==> src/rtl/nvram_pkg.sv <==
// Shared types and constants for the NVRAM upload/download bridge.
package nvram_pkg;

  typedef enum logic [2:0] {
    StIdle,
    StReq,
    StReady,
    StRdAddr,
    StRdData,
    StWr
  } nvram_state_e;

  localparam logic [7:0] DefaultIdx = 8'd4;
  localparam logic [7:0] FillByte   = 8'hFF;

endpackage

==> src/rtl/nvram_upload.sv <==
// Bridges HPS ioctl upload/download sessions onto a CPU-shared NVRAM port.
// Optional NVRAM_DIRTY_EN adds cpu_we/dirty tracking of CPU-side NVRAM writes.
module nvram_upload
  import nvram_pkg::*;
#(
  parameter int unsigned AW  = 10,
  parameter logic [7:0]  IDX = DefaultIdx
) (
  input  logic          clk_sys,
  input  logic          reset_n,
  input  logic          ioctl_upload,
  input  logic          ioctl_download,
  input  logic [7:0]    ioctl_index,
  input  logic [24:0]   ioctl_addr,
  input  logic          ioctl_rd,
  input  logic          ioctl_wr,
  input  logic [7:0]    ioctl_dout,
  output logic [7:0]    ioctl_din,
  output logic          ioctl_wait,
`ifdef NVRAM_DIRTY_EN
  input  logic          cpu_we,
  output logic          dirty,
`endif
  output logic          ram_req,
  input  logic          ram_gnt,
  output logic [AW-1:0] ram_addr,
  output logic [7:0]    ram_wdata,
  output logic          ram_we,
  input  logic [7:0]    ram_rdata
);

  nvram_state_e state_q;

  logic          pend_q, pend_wr_q;
  logic [24:0]   pend_addr_q;
  logic [7:0]    pend_data_q;
  logic [24:0]   op_addr_q;
  logic [7:0]    op_data_q;
  logic          op_oor_q;
  logic          we_q, wait_q, req_q;
  logic [7:0]    din_q, wdata_q;
  logic [AW-1:0] addr_q;

  logic          session, rd_stb, wr_stb, stb, busy;
  logic          svc_valid, svc_wr, svc_in_range;
  logic [24:0]   svc_addr;
  logic [7:0]    svc_data;

  function automatic logic in_range(input logic [24:0] a);
    return (a >> AW) == 25'd0;
  endfunction

  assign session = (ioctl_upload | ioctl_download) && (ioctl_index == IDX);
  assign rd_stb  = session & ioctl_upload & ioctl_rd;
  assign wr_stb  = session & ioctl_download & ioctl_wr;
  assign stb     = rd_stb | wr_stb;
  assign busy    = (state_q == StRdAddr) || (state_q == StRdData) || (state_q == StWr);

  // A parked strobe always takes precedence over a live one.
  always_comb begin
    svc_valid = pend_q | stb;
    svc_wr    = pend_q ? pend_wr_q   : wr_stb;
    svc_addr  = pend_q ? pend_addr_q : ioctl_addr;
    svc_data  = pend_q ? pend_data_q : ioctl_dout;
  end

  assign svc_in_range = in_range(svc_addr);

  always_ff @(posedge clk_sys or negedge reset_n) begin
    if (!reset_n) begin
      state_q     <= StIdle;
      pend_q      <= 1'b0;
      pend_wr_q   <= 1'b0;
      pend_addr_q <= '0;
      pend_data_q <= '0;
      op_addr_q   <= '0;
      op_data_q   <= '0;
      op_oor_q    <= 1'b0;
      we_q        <= 1'b0;
      wait_q      <= 1'b0;
      req_q       <= 1'b0;
      din_q       <= '0;
      addr_q      <= '0;
      wdata_q     <= '0;
    end else begin
      // Park any strobe that cannot be serviced this cycle.
      if (stb && !pend_q && (state_q != StReady || !ram_gnt)) begin
        pend_q      <= 1'b1;
        pend_wr_q   <= wr_stb;
        pend_addr_q <= ioctl_addr;
        pend_data_q <= ioctl_dout;
      end
      if (state_q != StIdle && !session) begin
        state_q <= StIdle;
        req_q   <= 1'b0;
        we_q    <= 1'b0;
        wait_q  <= 1'b0;
        pend_q  <= 1'b0;
      end else if (state_q != StIdle && state_q != StReq && !ram_gnt) begin
        state_q <= StReq;
        wait_q  <= 1'b1;
        we_q    <= 1'b0;
        // Re-queue the interrupted access so the HPS is not left stalled.
        if (busy && !pend_q) begin
          pend_q      <= 1'b1;
          pend_wr_q   <= (state_q == StWr);
          pend_addr_q <= op_addr_q;
          pend_data_q <= op_data_q;
        end
      end else begin
        unique case (state_q)
          StIdle: begin
            if (session) begin
              state_q <= StReq;
              req_q   <= 1'b1;
              wait_q  <= 1'b1;
            end
          end
          StReq: begin
            if (ram_gnt) begin
              state_q <= StReady;
              wait_q  <= pend_q | stb;
            end
          end
          StReady: begin
            if (svc_valid) begin
              pend_q <= pend_q & stb;
              if (pend_q && stb) begin
                pend_wr_q   <= wr_stb;
                pend_addr_q <= ioctl_addr;
                pend_data_q <= ioctl_dout;
              end
              op_addr_q <= svc_addr;
              op_data_q <= svc_data;
              op_oor_q  <= !svc_in_range;
              if (svc_wr) begin
                wait_q <= pend_q & stb;
                if (svc_in_range) begin
                  state_q <= StWr;
                  addr_q  <= svc_addr[AW-1:0];
                  wdata_q <= svc_data;
                  we_q    <= 1'b1;
                end
              end else begin
                state_q <= StRdAddr;
                wait_q  <= 1'b1;
                if (svc_in_range) addr_q <= svc_addr[AW-1:0];
              end
            end
          end
          StRdAddr: state_q <= StRdData;
          StRdData: begin
            din_q   <= op_oor_q ? FillByte : ram_rdata;
            wait_q  <= pend_q | stb;
            state_q <= StReady;
          end
          StWr: begin
            we_q    <= 1'b0;
            state_q <= StReady;
          end
          default: state_q <= StIdle;
        endcase
      end
    end
  end

  assign ioctl_din  = din_q;
  assign ioctl_wait = wait_q;
  assign ram_req    = req_q;
  assign ram_addr   = addr_q;
  assign ram_wdata  = wdata_q;
  // Gate with the grant so a late grant drop can never leak a write.
  assign ram_we     = we_q & ram_gnt;

`ifdef NVRAM_DIRTY_EN
  logic dirty_q, up_ready_q;

  always_ff @(posedge clk_sys or negedge reset_n) begin
    if (!reset_n) begin
      dirty_q    <= 1'b0;
      up_ready_q <= 1'b0;
    end else begin
      if (state_q == StReady && ioctl_upload) up_ready_q <= 1'b1;
      if (state_q != StIdle && !session) begin
        up_ready_q <= 1'b0;
        if (up_ready_q) dirty_q <= 1'b0;
      end
      if (cpu_we && !ram_gnt) dirty_q <= 1'b1;
    end
  end

  assign dirty = dirty_q;
`endif

endmodule
==> config.mk <==
export PLATFORM = sky130hd
export DESIGN_NAME = nvram_upload
export DESIGN_NICKNAME = d
export VERILOG_FILES = /design/src/rtl/nvram_pkg.sv /design/src/rtl/nvram_upload.sv
export SDC_FILE = /design/constraint.sdc
export NUM_CORES = 1
export LEC_CHECK = 0
export ABC_AREA = 1
export ABC_CLOCK_PERIOD_IN_PS = 1700
export CORE_AREA = 10 10 134 136
export DETAILED_ROUTE_END_ITERATION = 7
export DIE_AREA = 0 0 144 146
export GPL_ROUTABILITY_DRIVEN = 0
export SYNTH_ARGS = -nofsm -noshare
export SYNTH_HDL_FRONTEND = slang
export SYNTH_SLANG_ARGS = --single-unit
==> constraint.sdc <==
create_clock -name clk_sys -period 1.7 [get_ports clk_sys]
set_clock_uncertainty 0.05 [all_clocks]
set_input_delay 0.17 -clock clk_sys [delete_from_list [all_inputs] [get_ports clk_sys]]
set_output_delay 0.17 -clock clk_sys [all_outputs]
set_load 0.01 [all_outputs]
; After elaboration in Yosys (flattened, before gate mapping)
; Cells that the tools add are included.
; Widths: inputs -> output; s select.
[word_totals]
register_bits = 101
input_bits = 56
output_inout_bits = 29
wordCells = 126
[op_classes]
n_eq_ne = 15
muxes = 55
n_bitwise = 11
n_reduce_logical = 31
[ops]
columns = cell, count
row1 = $mux 25, 8
row2 = $mux 8, 9
row3 = $mux 1, 28
row4 = $logic_not 25->1, 1
row5 = $mux 3, 7
row6 = $ne 4x4->1 const B, 5
row7 = $reduce_and 4->1, 4
row8 = $pmux 3 s5, 1
row9 = $eq 8x3->1 const B, 1
row10 = $logic_and 1x1->1, 8
row11 = $and 1x1->1, 6
row12 = $eq 3x2->1 const B, 2
row13 = $eq 3x3->1 const B, 2
row14 = $reduce_and 3->1, 2
row15 = $reduce_and 6->1, 1
row16 = $reduce_bool 6->1, 1
row17 = $ne 5x5->1 const B, 1
row18 = $reduce_and 5->1, 1
row19 = $logic_not 1->1, 4
row20 = $pmux 1 s4, 1
row21 = $reduce_bool 2->1, 2
row22 = $reduce_bool 4->1, 1
row23 = $eq 3x1->1 const B, 1
row24 = $logic_not 3->1, 1
row25 = other kinds (9), 14

; Logic depth before layout (Yosys ltp)
[logic_depth]
word_depth = 13
ltp_mapped = 14

; Worst setup path before layout
; No wires, ideal clock.
[synth_path]
kind = reg-to-reg
from = reg state_q[1]
to = reg pend_addr_q[14]
setup_time_ps = 124
arrival_ps = 1570
required_time_ps = 1526
path_slack_ps = -44
stages_incl_launch_ff = 14
n_path_buf = 1
path_cell_list = dfrtp_1 -> inv_2 -> nand2_1 -> nand2_1 -> nand2_2 -> nor2_4 -> inv_4 -> nor2_8 -> inv_2 -> o21ai_4 -> inv_4 -> buf_6 -> nand2_1 -> nand2_1
[synth_via]
elab_chain_len = 9
elab_cells_between_ends = 22
classes_between = eq/ne: 6 / mux: 7 / reduce/logical: 9
[synth_lines]
columns = item, line
row1 = "start, declared", nvram_upload.sv:32  ; nvram_state_e state_q;
row2 = "start signal, assigned", nvram_upload.sv:71  ; state_q <= StIdle;
row3 = "start signal, assigned", nvram_upload.sv:94  ; state_q <= StIdle;
row4 = "start signal, assigned", nvram_upload.sv:100  ; state_q <= StReq;
row5 = $ne 3x2->1, nvram_upload.sv:87  ; if (stb && !pend_q && (state_q != StReady || !ram_gnt)) begin
row6 = $logic_or 1x1->1, nvram_upload.sv:87
row7 = $logic_and 1x1->1, nvram_upload.sv:87
row8 = $mux 25, nvram_upload.sv:87
row9 = $mux 25, nvram_upload.sv:128  ; if (pend_q && stb) begin
row10 = $mux 25, nvram_upload.sv:126  ; if (svc_valid) begin
row11 = $mux 25, nvram_upload.sv:111  ; unique case (state_q)
row12 = $mux 25, nvram_upload.sv:99  ; end else if (state_q != StIdle && state_q != StReq && !ram_gnt) begin
row13 = $mux 25 *, nvram_upload.sv:93  ; if (state_q != StIdle && !session) begin
row14 = "end signal, assigned", nvram_upload.sv:90  ; pend_addr_q <= ioctl_addr;
row15 = "end signal, assigned", nvram_upload.sv:107  ; pend_addr_q <= op_addr_q;
row16 = "end signal, assigned", nvram_upload.sv:130  ; pend_addr_q <= ioctl_addr;
row17 = "end, declared", nvram_upload.sv:35  ; logic [24:0] pend_addr_q;
; Mark *: on every way between the ends. The rest lies on a longest branch, timed or not.
; A chain may end at the register's enable or synchronous reset.

; Final worst setup path
[layout_path]
from = reg state_q[1]
to = reg addr_q[9] (netlist: ram_addr[9])
[layout_via]
elab_chain_len = 5
elab_cells_between_ends = 9
classes_between = eq/ne: 2 / bitwise: 2 / reduce/logical: 5
[layout_lines]
columns = item, line
row1 = $ne 3x1->1 / $reduce_bool 3->1 (equally long branches), "nvram_upload.sv:99, nvram_upload.sv:93"
row2 = $logic_and 1x1->1 (2 in series), nvram_upload.sv:99
row3 = $not 1->1 (no source line), --
row4 = $reduce_and 5->1 (no source line) *, --
row5 = "end signal, assigned", nvram_upload.sv:140  ; addr_q <= svc_addr[AW-1:0];
row6 = "end signal, assigned", nvram_upload.sv:147  ; if (svc_in_range) addr_q <= svc_addr[AW-1:0];
row7 = "end, declared", nvram_upload.sv:42  ; logic [AW-1:0] addr_q;
; Marked as above.

==> flow_summary.toml <==
[clocking]
number_of_clock_buffers_inserted_by_tritoncts = 9
clkSlewWorstSetupHoldPaths_ns = 0.07
cts.root.buffer_cell = "sky130_fd_sc_hd__clkbuf_16"
clk_latency_ns = 0.36
cts_htree_levels = 3
maximum_buffer_depth_of_the_clock_tree = 2
tritoncts = "done"
cts_num_sinks = 101

[logic_synthesis]
synth.distinct_cells = 30
synth_top_cell_area_share = 0.434
yosys_register_bits = 101
yosysMostFrequentCell = "sky130_fd_sc_hd__nand2_1"
synth-edff-count = 0
cell_count_after_synthesis = 847
synth_common_cells = "sky130_fd_sc_hd__nand2_1, sky130_fd_sc_hd__dfrtp_1, sky130_fd_sc_hd__o21ai_0"
synth.avg_cell_area_um2 = 6.88
synth_top_cells_by_area = "sky130_fd_sc_hd__dfrtp_1, sky130_fd_sc_hd__nand2_1, sky130_fd_sc_hd__o21ai_0"
ys.warnings.count = 0
synth.yosys.seq_area_share = 0.434
synth_nets = 903
synth_area_um2 = 5830
synth_area_leader_cell = "sky130_fd_sc_hd__dfrtp_1"
yosys_most_used_dff = "sky130_fd_sc_hd__dfrtp_1"
postSynth.asyncResetShare = 1.00

[final_layout]
synthToLayoutAreaGrowth_pct = 56.1
nNetsFinal = 1090
post_route_cells_drive_above_1_share = 0.314
n_antenna_cell = 0
count_of_fill_cells_added_during_filler_insertion = 1400
finalInstanceArea_um2 = 9090

[drt]
vias_per_inst = 4.93
drc = 0
routed_wirelength_um = 19400
drt_pass1_iterations = 5
ant_nets = 0
vias = 6073
drt_iter0_drc = 423
routedWlPerCell_um = 15.8

[worst_setup_path]
r2r_end = "ram_addr[9]"
critical_path.max_fanout = 6
reg2reg_slack_ns = -0.14
rr_startpoint = "state_q[1]"
worst-r2r-cell-count = 9
critical_path.startpoint_type = "flip-flop"
critical_path.endpoint_type = "flip-flop"
required_ns = 1.89
crit_type = "reg2reg"
timing.critical_path.arrival_ns = 2.03

[sta]
max_slew_headroom = 0.691
final-max-slew-violation-count = 0
period_share = 1.08
timing.final.hold_violations = 0
achievable-frequency_mhz = 543
period_needed_ns = 1.84
setup_repair_after_global_routing_missed_its_margin = "yes"
final.setup.worst_slack_ns = -0.143
worst_slew_pin_slew_ns = 0.459
setup_viol = 93

[die]
top_level_ports = 85
rows = 46
dieWidth_um = 144
core-area_um2 = 15500
floorplan.initialDensity = 0.376
die_area_um2 = 21000
die_span_y_um = 146

[placement]
pre_cts_ws_ns = -0.418
placedInstanceArea_um2 = 7480
port_buffers = 84
hpwl_um = 11800

[power]
pwr_density_cell_nw_per_um2 = 983
vdd_drop_max_v = 0.000612
cellLeakagePower_nw = 4.63

[global_route]
number_of_antenna_violations_at_the_first_check_in_global_routing = 0
overall_overflow_remaining_after_global_route = 0
maximum_number_of_pins_on_one_net_before_global_route_repair = 33
first_global_vias = 5524
grt.total_usage = 0.175
first_pass_grt_wire_length_um = 29500

[run]
cap_viol_max_count = 0

[status]
status = "complete, but fails checks"
violations = "setup timing"

[hold_path]
hold_path.class = "in2async"
sequential cells by signal (all words and copies together), names as in the netlist, 3 cells and up:
| signal | flops |
|---|---|
| ioctl_din | 8 |
| op_addr_q | 25 |
| op_data_q | 8 |
| pend_addr_q | 25 |
| pend_data_q | 8 |
| ram_addr | 10 |
| ram_wdata | 8 |
| state_q | 3 |
power by group:
part,internal [W],total (W),switching (W)
registers,0.00269,0.00294,0.000251
logic,0.00168,0.00364,0.00196
clock network,0.00138,0.00235,0.000967
cell type report:
cell class | instances | area [µm²] | area share
multi-input combinational | 636 | 3410 | 0.375
sequential | 101 | 2530 | 0.278
timing repair buffer | 207 | 2240 | 0.247
inverter | 77 | 304 | 0.0334
clock buffer | 12 | 256 | 0.0282
tap | 192 | 240 | 0.0264
clock inverter | 4 | 77.6 | 0.00853
timing repair inverter | 2 | 32.5 | 0.00358
metrics by stage:
step | util | TNS, ns | instances | hold WS (ns) | total power, W
floorplan | - | -0.0101 | 847 | -0.176 | 0.00446
global placement | 0.483 | -33.48 | 1175 | 0.0692 | 0.00573
detailed placement | 0.483 | -35.62 | 1175 | 0.0714 | 0.00573
CTS | 0.533 | -3.51 | 1213 | 0.225 | 0.00836
global route | 0.587 | -15.61 | 1231 | 0.261 | 0.00947
finish | 0.587 | -7.73 | 1231 | 0.226 | 0.00894
layer usage:
layer	part of all wire	global-route usage
met2	0.48	0.277
met3	0.057	0.0287
met4	0.019	0.0582
met5	0	0
met1	0.44	0.236
cell families (layout without fill, tap and decap cells):
group	Yosys count	count (layout)	share of synthesized area
AO/OA/AOI/OAI	124	124	0.117
buffers and inverters	111	302	0.0840
flip-flops	101	101	0.434
AND/OR/NAND/NOR	511	512	0.366
critical path, cell delays in order, from the launching register on:
cell and delay, ns:
sky130_fd_sc_hd__dfrtp_2 0.49, sky130_fd_sc_hd__buf_6 0.15, sky130_fd_sc_hd__o21ai_4 0.20, sky130_fd_sc_hd__inv_2 0.10
sky130_fd_sc_hd__nor2_4 0.13, sky130_fd_sc_hd__nand3_4 0.11, sky130_fd_sc_hd__buf_12 0.17, sky130_fd_sc_hd__buf_6 0.11
sky130_fd_sc_hd__o21ai_1 0.14, sky130_fd_sc_hd__nand2_1 0.06
cell usage in the layout, fill, tap and decap left out, types with 4 or more instances in the layout:
master / instances
sky130_fd_sc_hd__nand2_1: 303
sky130_fd_sc_hd__dfrtp_1: 97
sky130_fd_sc_hd__clkdlybuf4s50_1: 77
sky130_fd_sc_hd__buf_4: 76
sky130_fd_sc_hd__nand2_2: 66
sky130_fd_sc_hd__o21ai_0: 57
sky130_fd_sc_hd__inv_1: 56
sky130_fd_sc_hd__nor2_1: 41
sky130_fd_sc_hd__o21ai_1: 29
sky130_fd_sc_hd__nand2_4: 28
sky130_fd_sc_hd__nand3_1: 25
sky130_fd_sc_hd__o21ai_2: 23
sky130_fd_sc_hd__buf_6: 18
sky130_fd_sc_hd__clkbuf_16: 16
sky130_fd_sc_hd__buf_12: 16
sky130_fd_sc_hd__inv_2: 15
sky130_fd_sc_hd__nor2_4: 15
sky130_fd_sc_hd__nor2_2: 9
sky130_fd_sc_hd__a22oi_1: 7
sky130_fd_sc_hd__nand3_2: 6
sky130_fd_sc_hd__dlymetal6s2s_1: 6
sky130_fd_sc_hd__a21oi_1: 5
sky130_fd_sc_hd__nand4_1: 4
sky130_fd_sc_hd__dfrtp_2: 4
worst max-delay path by stage:
stage / depth (start not counted) / endpoint / from / slack (ns)
final: 9 / ram_addr[9] / state_q[1] / -0.14
after detailed placement: 11 / ram_wdata[7] / ioctl_upload / -0.42
after CTS: 13 / pend_addr_q[22] / state_q[1] / -0.09
after global placement: 12 / ram_addr[9] / ioctl_download / -0.40
after floorplan: 13 / ram_addr[6] / pend_q / -0.005
after global routing: 12 / ram_wdata[1] / pend_q / -0.23
timing repair:
action / CTS / global route
pin swaps: 11 / 28
resized for setup: 59 / 173
hold buffers: 1 / 0
cloned: 6 / 10
setup buffers: 15 / 8
endpoints found under the hold margin: 24 / 0
setup endpoints to repair: 95 / 101
Note: power is estimated with default switching activity, not from simulation.
